<file path="config.mk">
export PLATFORM = sky130hd
export DESIGN_NAME = count_uart_tx
export DESIGN_NICKNAME = d
export VERILOG_FILES = /design/src/rtl/count_uart_tx.sv
export SDC_FILE = /design/constraint.sdc
export NUM_CORES = 1
export LEC_CHECK = 0
export CAP_MARGIN = 20
export CORE_MARGIN = 2
export CORE_UTILIZATION = 52
export DETAILED_ROUTE_END_ITERATION = 7
export PLACE_DENSITY = 0.76
export SETUP_SLACK_MARGIN = 0.5
export SLEW_MARGIN = 40
export SYNTH_ARGS = -nofsm -noshare
export SYNTH_HDL_FRONTEND = slang
export SYNTH_SLANG_ARGS = --single-unit
</file>
<file path="constraint.sdc">
create_clock -name clk -period 3.8 [get_ports clk]
set_input_delay 0.76 -clock clk [delete_from_list [all_inputs] [get_ports clk]]
set_output_delay 0.76 -clock clk [all_outputs]
set_load 0.02 [all_outputs]
</file>
<file path="src/rtl/count_uart_tx.sv">
`default_nettype none
// ============================================================================
// Module   : count_uart_tx
// Brief    : Sends an 8-bit counter snapshot as a UART frame (8N1, LSB first).
//            Hand-off is a valid/ready handshake that accepts only in IDLE.
//            Define COUNT_UART_PARITY_EN to add an even-parity bit (8E1).
// Revision : 1.0 - initial release
// ============================================================================
module count_uart_tx #(
    parameter int CLKS_PER_BIT = 16,
    parameter int DATA_W       = 8
) (
    input  logic              clk,
    input  logic              rst,
    input  logic [DATA_W-1:0] in_data,
    input  logic              in_valid,
    output logic              in_ready,
    output logic              tx,
    output logic              busy
);

    localparam int c_CNT_W = (CLKS_PER_BIT > 1) ? $clog2(CLKS_PER_BIT) : 1;
    localparam int c_IDX_W = (DATA_W > 1) ? $clog2(DATA_W) : 1;
    localparam logic [c_CNT_W-1:0] c_CNT_LAST = c_CNT_W'(CLKS_PER_BIT - 1);
    localparam logic [c_IDX_W-1:0] c_IDX_LAST = c_IDX_W'(DATA_W - 1);

    localparam logic [2:0] c_ST_IDLE   = 3'd0;
    localparam logic [2:0] c_ST_START  = 3'd1;
    localparam logic [2:0] c_ST_DATA   = 3'd2;
    localparam logic [2:0] c_ST_STOP   = 3'd3;
`ifdef COUNT_UART_PARITY_EN
    localparam logic [2:0] c_ST_PARITY = 3'd4;
`endif

    logic [2:0]         r_state, w_state_next;
    logic [c_CNT_W-1:0] r_cnt,   w_cnt_next;
    logic [c_IDX_W-1:0] r_idx,   w_idx_next;
    logic [DATA_W-1:0]  r_shift, w_shift_next;
    logic               r_tx,    w_tx_next;
    logic               w_bit_done;
`ifdef COUNT_UART_PARITY_EN
    logic               r_parity, w_parity_next;
`endif

    assign w_bit_done = (r_cnt == c_CNT_LAST);

    // tx is the next-cycle line level, so every output bit comes straight from r_tx
    always_comb begin
        w_state_next = r_state;
        w_cnt_next   = r_cnt;
        w_idx_next   = r_idx;
        w_shift_next = r_shift;
        w_tx_next    = r_tx;
`ifdef COUNT_UART_PARITY_EN
        w_parity_next = r_parity;
`endif
        case (r_state)
            c_ST_IDLE: begin
                w_tx_next  = 1'b1;
                w_cnt_next = '0;
                if (in_valid) begin
                    w_shift_next = in_data;
                    w_tx_next    = 1'b0;
                    w_state_next = c_ST_START;
`ifdef COUNT_UART_PARITY_EN
                    w_parity_next = ^in_data;
`endif
                end
            end
            c_ST_START: begin
                if (w_bit_done) begin
                    w_cnt_next   = '0;
                    w_idx_next   = '0;
                    w_tx_next    = r_shift[0];
                    w_shift_next = r_shift >> 1;
                    w_state_next = c_ST_DATA;
                end else begin
                    w_cnt_next = r_cnt + c_CNT_W'(1);
                end
            end
            c_ST_DATA: begin
                if (w_bit_done) begin
                    w_cnt_next = '0;
                    if (r_idx == c_IDX_LAST) begin
`ifdef COUNT_UART_PARITY_EN
                        w_tx_next    = r_parity;
                        w_state_next = c_ST_PARITY;
`else
                        w_tx_next    = 1'b1;
                        w_state_next = c_ST_STOP;
`endif
                    end else begin
                        w_idx_next   = r_idx + c_IDX_W'(1);
                        w_tx_next    = r_shift[0];
                        w_shift_next = r_shift >> 1;
                    end
                end else begin
                    w_cnt_next = r_cnt + c_CNT_W'(1);
                end
            end
`ifdef COUNT_UART_PARITY_EN
            c_ST_PARITY: begin
                if (w_bit_done) begin
                    w_cnt_next   = '0;
                    w_tx_next    = 1'b1;
                    w_state_next = c_ST_STOP;
                end else begin
                    w_cnt_next = r_cnt + c_CNT_W'(1);
                end
            end
`endif
            c_ST_STOP: begin
                if (w_bit_done) begin
                    w_cnt_next   = '0;
                    w_tx_next    = 1'b1;
                    w_state_next = c_ST_IDLE;
                end else begin
                    w_cnt_next = r_cnt + c_CNT_W'(1);
                end
            end
            default: begin
                w_cnt_next   = '0;
                w_tx_next    = 1'b1;
                w_state_next = c_ST_IDLE;
            end
        endcase
    end

    always_ff @(posedge clk or posedge rst) begin
        if (rst) begin
            r_state <= c_ST_IDLE;
            r_cnt   <= '0;
            r_idx   <= '0;
            r_shift <= '0;
            r_tx    <= 1'b1;
`ifdef COUNT_UART_PARITY_EN
            r_parity <= 1'b0;
`endif
        end else begin
            r_state <= w_state_next;
            r_cnt   <= w_cnt_next;
            r_idx   <= w_idx_next;
            r_shift <= w_shift_next;
            r_tx    <= w_tx_next;
`ifdef COUNT_UART_PARITY_EN
            r_parity <= w_parity_next;
`endif
        end
    end

    assign tx       = r_tx;
    assign in_ready = (r_state == c_ST_IDLE);
    assign busy     = ~in_ready;

endmodule
`default_nettype wire

</file>
==> key figures <==
Worst setup path
  • Critical Path AT: 1730 ps
  • Crit path launch: r_state[0]$_DFFE_PP0P_
  • Crit start category: flip-flop
  • Setup crit end: busy
  • Critical R2R Capture: r_shift[7]$_DFFE_PP0P_
  • R2R depth: 6
  • Critical path class: reg -> out
  • R2r setup slk: around 1600 ps
  • Crit end category: primary output
  • CP Max Fanout: 5
  • Critical path required time: ~3000 ps
  • Reg2reg start: r_state[0]$_DFFE_PP0P_

Layout
  • Ratio of cells with drive above 1 in the final layout: 0.115
  • Final antenna diode count: 0
  • Register area: roughly 450 sq um
  • Final nets: 125
  • Finished Core Util: 0.624
  • Area of the multi-input gates: ~530 sq um
  • Fin cells: 131
  • Area grow syn2layout: 15.8%
  • Design area: 0.00119 sq mm
  • Fillcell total: 148

Yosys
  • Largest family of logic cells by synthesized area: compound AO/OA/AOI/OAI gates
  • Ys Warns: 0
  • Top cells by area, synth: dfrtp_1, ha_1, a21oi_1
  • Net Count, Synth: 110
  • Mapped Cells: 90
  • Number of flops mapped to enable cells by yosys: 0
  • Post-synth top area cell: dfrtp_1
  • Avg Cell Area, Syn: 11.4 sq um
  • Synth Area in XOR/XNOR: 0.00855
  • Async S/R FF share, synth: 1.00
  • Ys flop type: dfrtp_1
  • Post-Synth Adder-Cell Area: 0.110
  • Post-Syn Area: 0.00102 sq mm
  • Post-synth top area share: 0.415
  • Mux cell area share after synthesis: 0.105
  • Synth Area in Simple Gates: 0.0855
  • Yosys cell types: 32
  • Synth Area in Compound Gates: 0.208
  • Seq cells post-synth: 18
  • Post-synthesis sequential area ratio: 0.441

STA
  • Final Cycle Share: 0.655
  • Hold WS: 502 ps
  • Worst Slack Setup Final: between 1000 and 1500 ps
  • Final Hold Viols: 0
  • Unrepaired setup endpoints after global routing: no
  • Fmax: around 0.4 GHz
  • Fin crit period: ~2500 ps
  • Post-Route Setup TNS: 0 ps
  • Worst-Margin Slew: around 640 ps
  • Clock Skews: around 11 ps
  • Slew HR: 0.571
  • Setup violators final: 0
  • Final slew viol count: 0

Detailed routing
  • Drt pass-1 iters: 4
  • Via count: 713
  • Antenna-violating nets left: 0
  • Wirelength per Cell: roughly 13 microns
  • DRT iter0 DRCs: 7
  • Avg Vias per Cell: 5.44
  • WL final: 1.68 mm
  • Drc violations: 0

Clock tree
  • Skew-Pair Late Insertion Delay: ~300 ps
  • Post-CTS setup buffers: 0
  • Post_cts resized: 0
  • Clk slew on worst S/H paths: 110 ps
  • H-tree Lvls: 1
  • Root Buffer: clkbuf_4
  • Cts hold-fix bufs: 0
  • CTS Buffer Depth: 2
  • CTS Sinks: 18
  • CTS buffer count: 3
  • TritonCTS clock tree: yes

Power
  • Design Power: about 1 mW
  • Leakage: 0.534 nW
  • Pwr Density: 842 mW/mm^2
  • VDD IR max: 0.567 mV

Placed design
  • Post-Place Cells: 127
  • Pre-CTS setup slack: 1170 ps
  • Input/output buffers: 13
  • DP Wirelength: ~1.3 mm
  • Post-placement cell area: around 0.0012 sq mm
  • Gp weighted congestion: 0.716

Die
  • Top Ports: 14
  • Num rows: 16
  • Die area: 0.00234 sq mm
  • Initial Util: 0.539
  • Total core area: approximately 0.0019 sq mm
  • Die X: roughly 48 microns
  • Die Y: roughly 48 microns

Global route
  • GR Overflow Total: 0
  • Global-route wire length before repair: 3.04 mm
  • Vias in the first global route: 717
  • Initial antenna violation count: 0
  • GR Util All Layers: 0.166
  • Largest net degree at the start of global routing: 19

Run
  • Max Cap Violations: 0

Run status
  • Status: finished, final reports clean

Min path
  • Hold Crit Class: reg -> reg
## kinds of logic (layout without fill, tap and decap cells)
| family | count (synthesis) | in the layout |
|---|---|---|
| AO/OA/AOI/OAI | 30 | 30 |
| flip-flops | 18 | 18 |
| AND/OR/NAND/NOR | 15 | 15 |
| multiplexers | 10 | 10 |
| adder cells (fa/ha/maj) | 9 | 9 |
| buffers and inverters | 7 | 21 |
| XOR/XNOR | 1 | 1 |
## state kept, by name, summed over array words and instances (netlist names)
register  count
r_shift       8
r_state       2
r_cnt         4
tx            1
r_idx         3
## area by class of cell
cell class / count / share of cell area
Tap cell: 27 / 0.0285
Sequential cell: 18 / 0.381
Clock buffer: 4 / 0.0222
Inverter: 4 / 0.0127
Timing Repair Buffer: 13 / 0.110
Multi-Input combinational cell: 65 / 0.446
## cells in the final DEF (no fill, tap or decap)
| cell | synthesis | layout |
|---|---|---|
| a21oi_1 | 14 | 14 |
| and2_1 | 1 | 1 |
| ha_1 | 9 | 9 |
| mux2_4 | 1 | 1 |
| nand2_1 | 2 | 2 |
| a22o_1 | 5 | 5 |
| inv_1 | 4 | 3 |
| xnor2_1 | 1 | 1 |
| a211oi_4 | 1 | 1 |
| a21o_1 | 1 | 1 |
| nor2b_1 | 2 | 2 |
| and2b_2 | 1 | 1 |
| a31oi_1 | 1 | 1 |
| clkbuf_1 | 0 | 1 |
| a211oi_1 | 1 | 1 |
| mux2_2 | 2 | 2 |
| a311oi_1 | 1 | 1 |
| nor2_1 | 6 | 6 |
| nor3_1 | 1 | 1 |
| nand3_4 | 1 | 1 |
| o32a_1 | 1 | 1 |
| clkbuf_4 | 0 | 3 |
| clkinv_1 | 0 | 1 |
| o41ai_1 | 1 | 1 |
| dfstp_2 | 1 | 1 |
| o21a_1 | 1 | 1 |
| and3_2 | 1 | 1 |
| o31a_1 | 1 | 1 |
| clkdlybuf4s50_1 | 0 | 13 |
| mux2i_1 | 7 | 7 |
| o21ai_0 | 1 | 1 |
| o21ai_2 | 1 | 1 |
| dfrtp_1 | 17 | 17 |
## worst max-delay path: stages (launching register included)
cell             delay [ps]
dfrtp_1                 430
inv_1                   100
ha_1                    240
inv_1                    60
clkdlybuf4s50_1         590
## worst min path at each step
stage	start	end	slack (ps)	cells past startpoint
2_1_floorplan	r_cnt[0]$_DFF_PP0_	r_cnt[0]$_DFF_PP0_	460	1
3_3_place_gp	r_cnt[0]$_DFF_PP0_	r_cnt[0]$_DFF_PP0_	490	1
3_5_place_dp	r_cnt[0]$_DFF_PP0_	r_cnt[0]$_DFF_PP0_	490	1
4_1_cts	r_cnt[0]$_DFF_PP0_	r_cnt[0]$_DFF_PP0_	510	1
5_1_grt	r_cnt[0]$_DFF_PP0_	r_cnt[0]$_DFF_PP0_	530	1
6_report	r_cnt[0]$_DFF_PP0_	r_cnt[0]$_DFF_PP0_	500	1
## synth_stat cells, types with 2 or more instances
master   instances
dfrtp_1         17
mux2_2           2
ha_1             9
nor2_1           6
nand2_1          2
a21oi_1         14
nor2b_1          2
inv_1            4
mux2i_1          7
a22o_1           5
## layer usage
layer	vias up	wire, microns	track usage
met2	13	834	0.296
met4	0	27	0.0571
met5	-	0	0
met3	3	60	0.0370
met1	342	759	0.196
li1	355	-	-
## where the power goes
group | total, mW | switching (mW) | internal (mW) | leakage (nW)
Clock | 0.0997 | 0.0588 | 0.0409 | 0.0150
Combinational | 0.554 | 0.289 | 0.265 | 0.303
Sequential | 0.345 | 0.0647 | 0.280 | 0.217
Note: power is estimated with default switching activity, not from simulation.
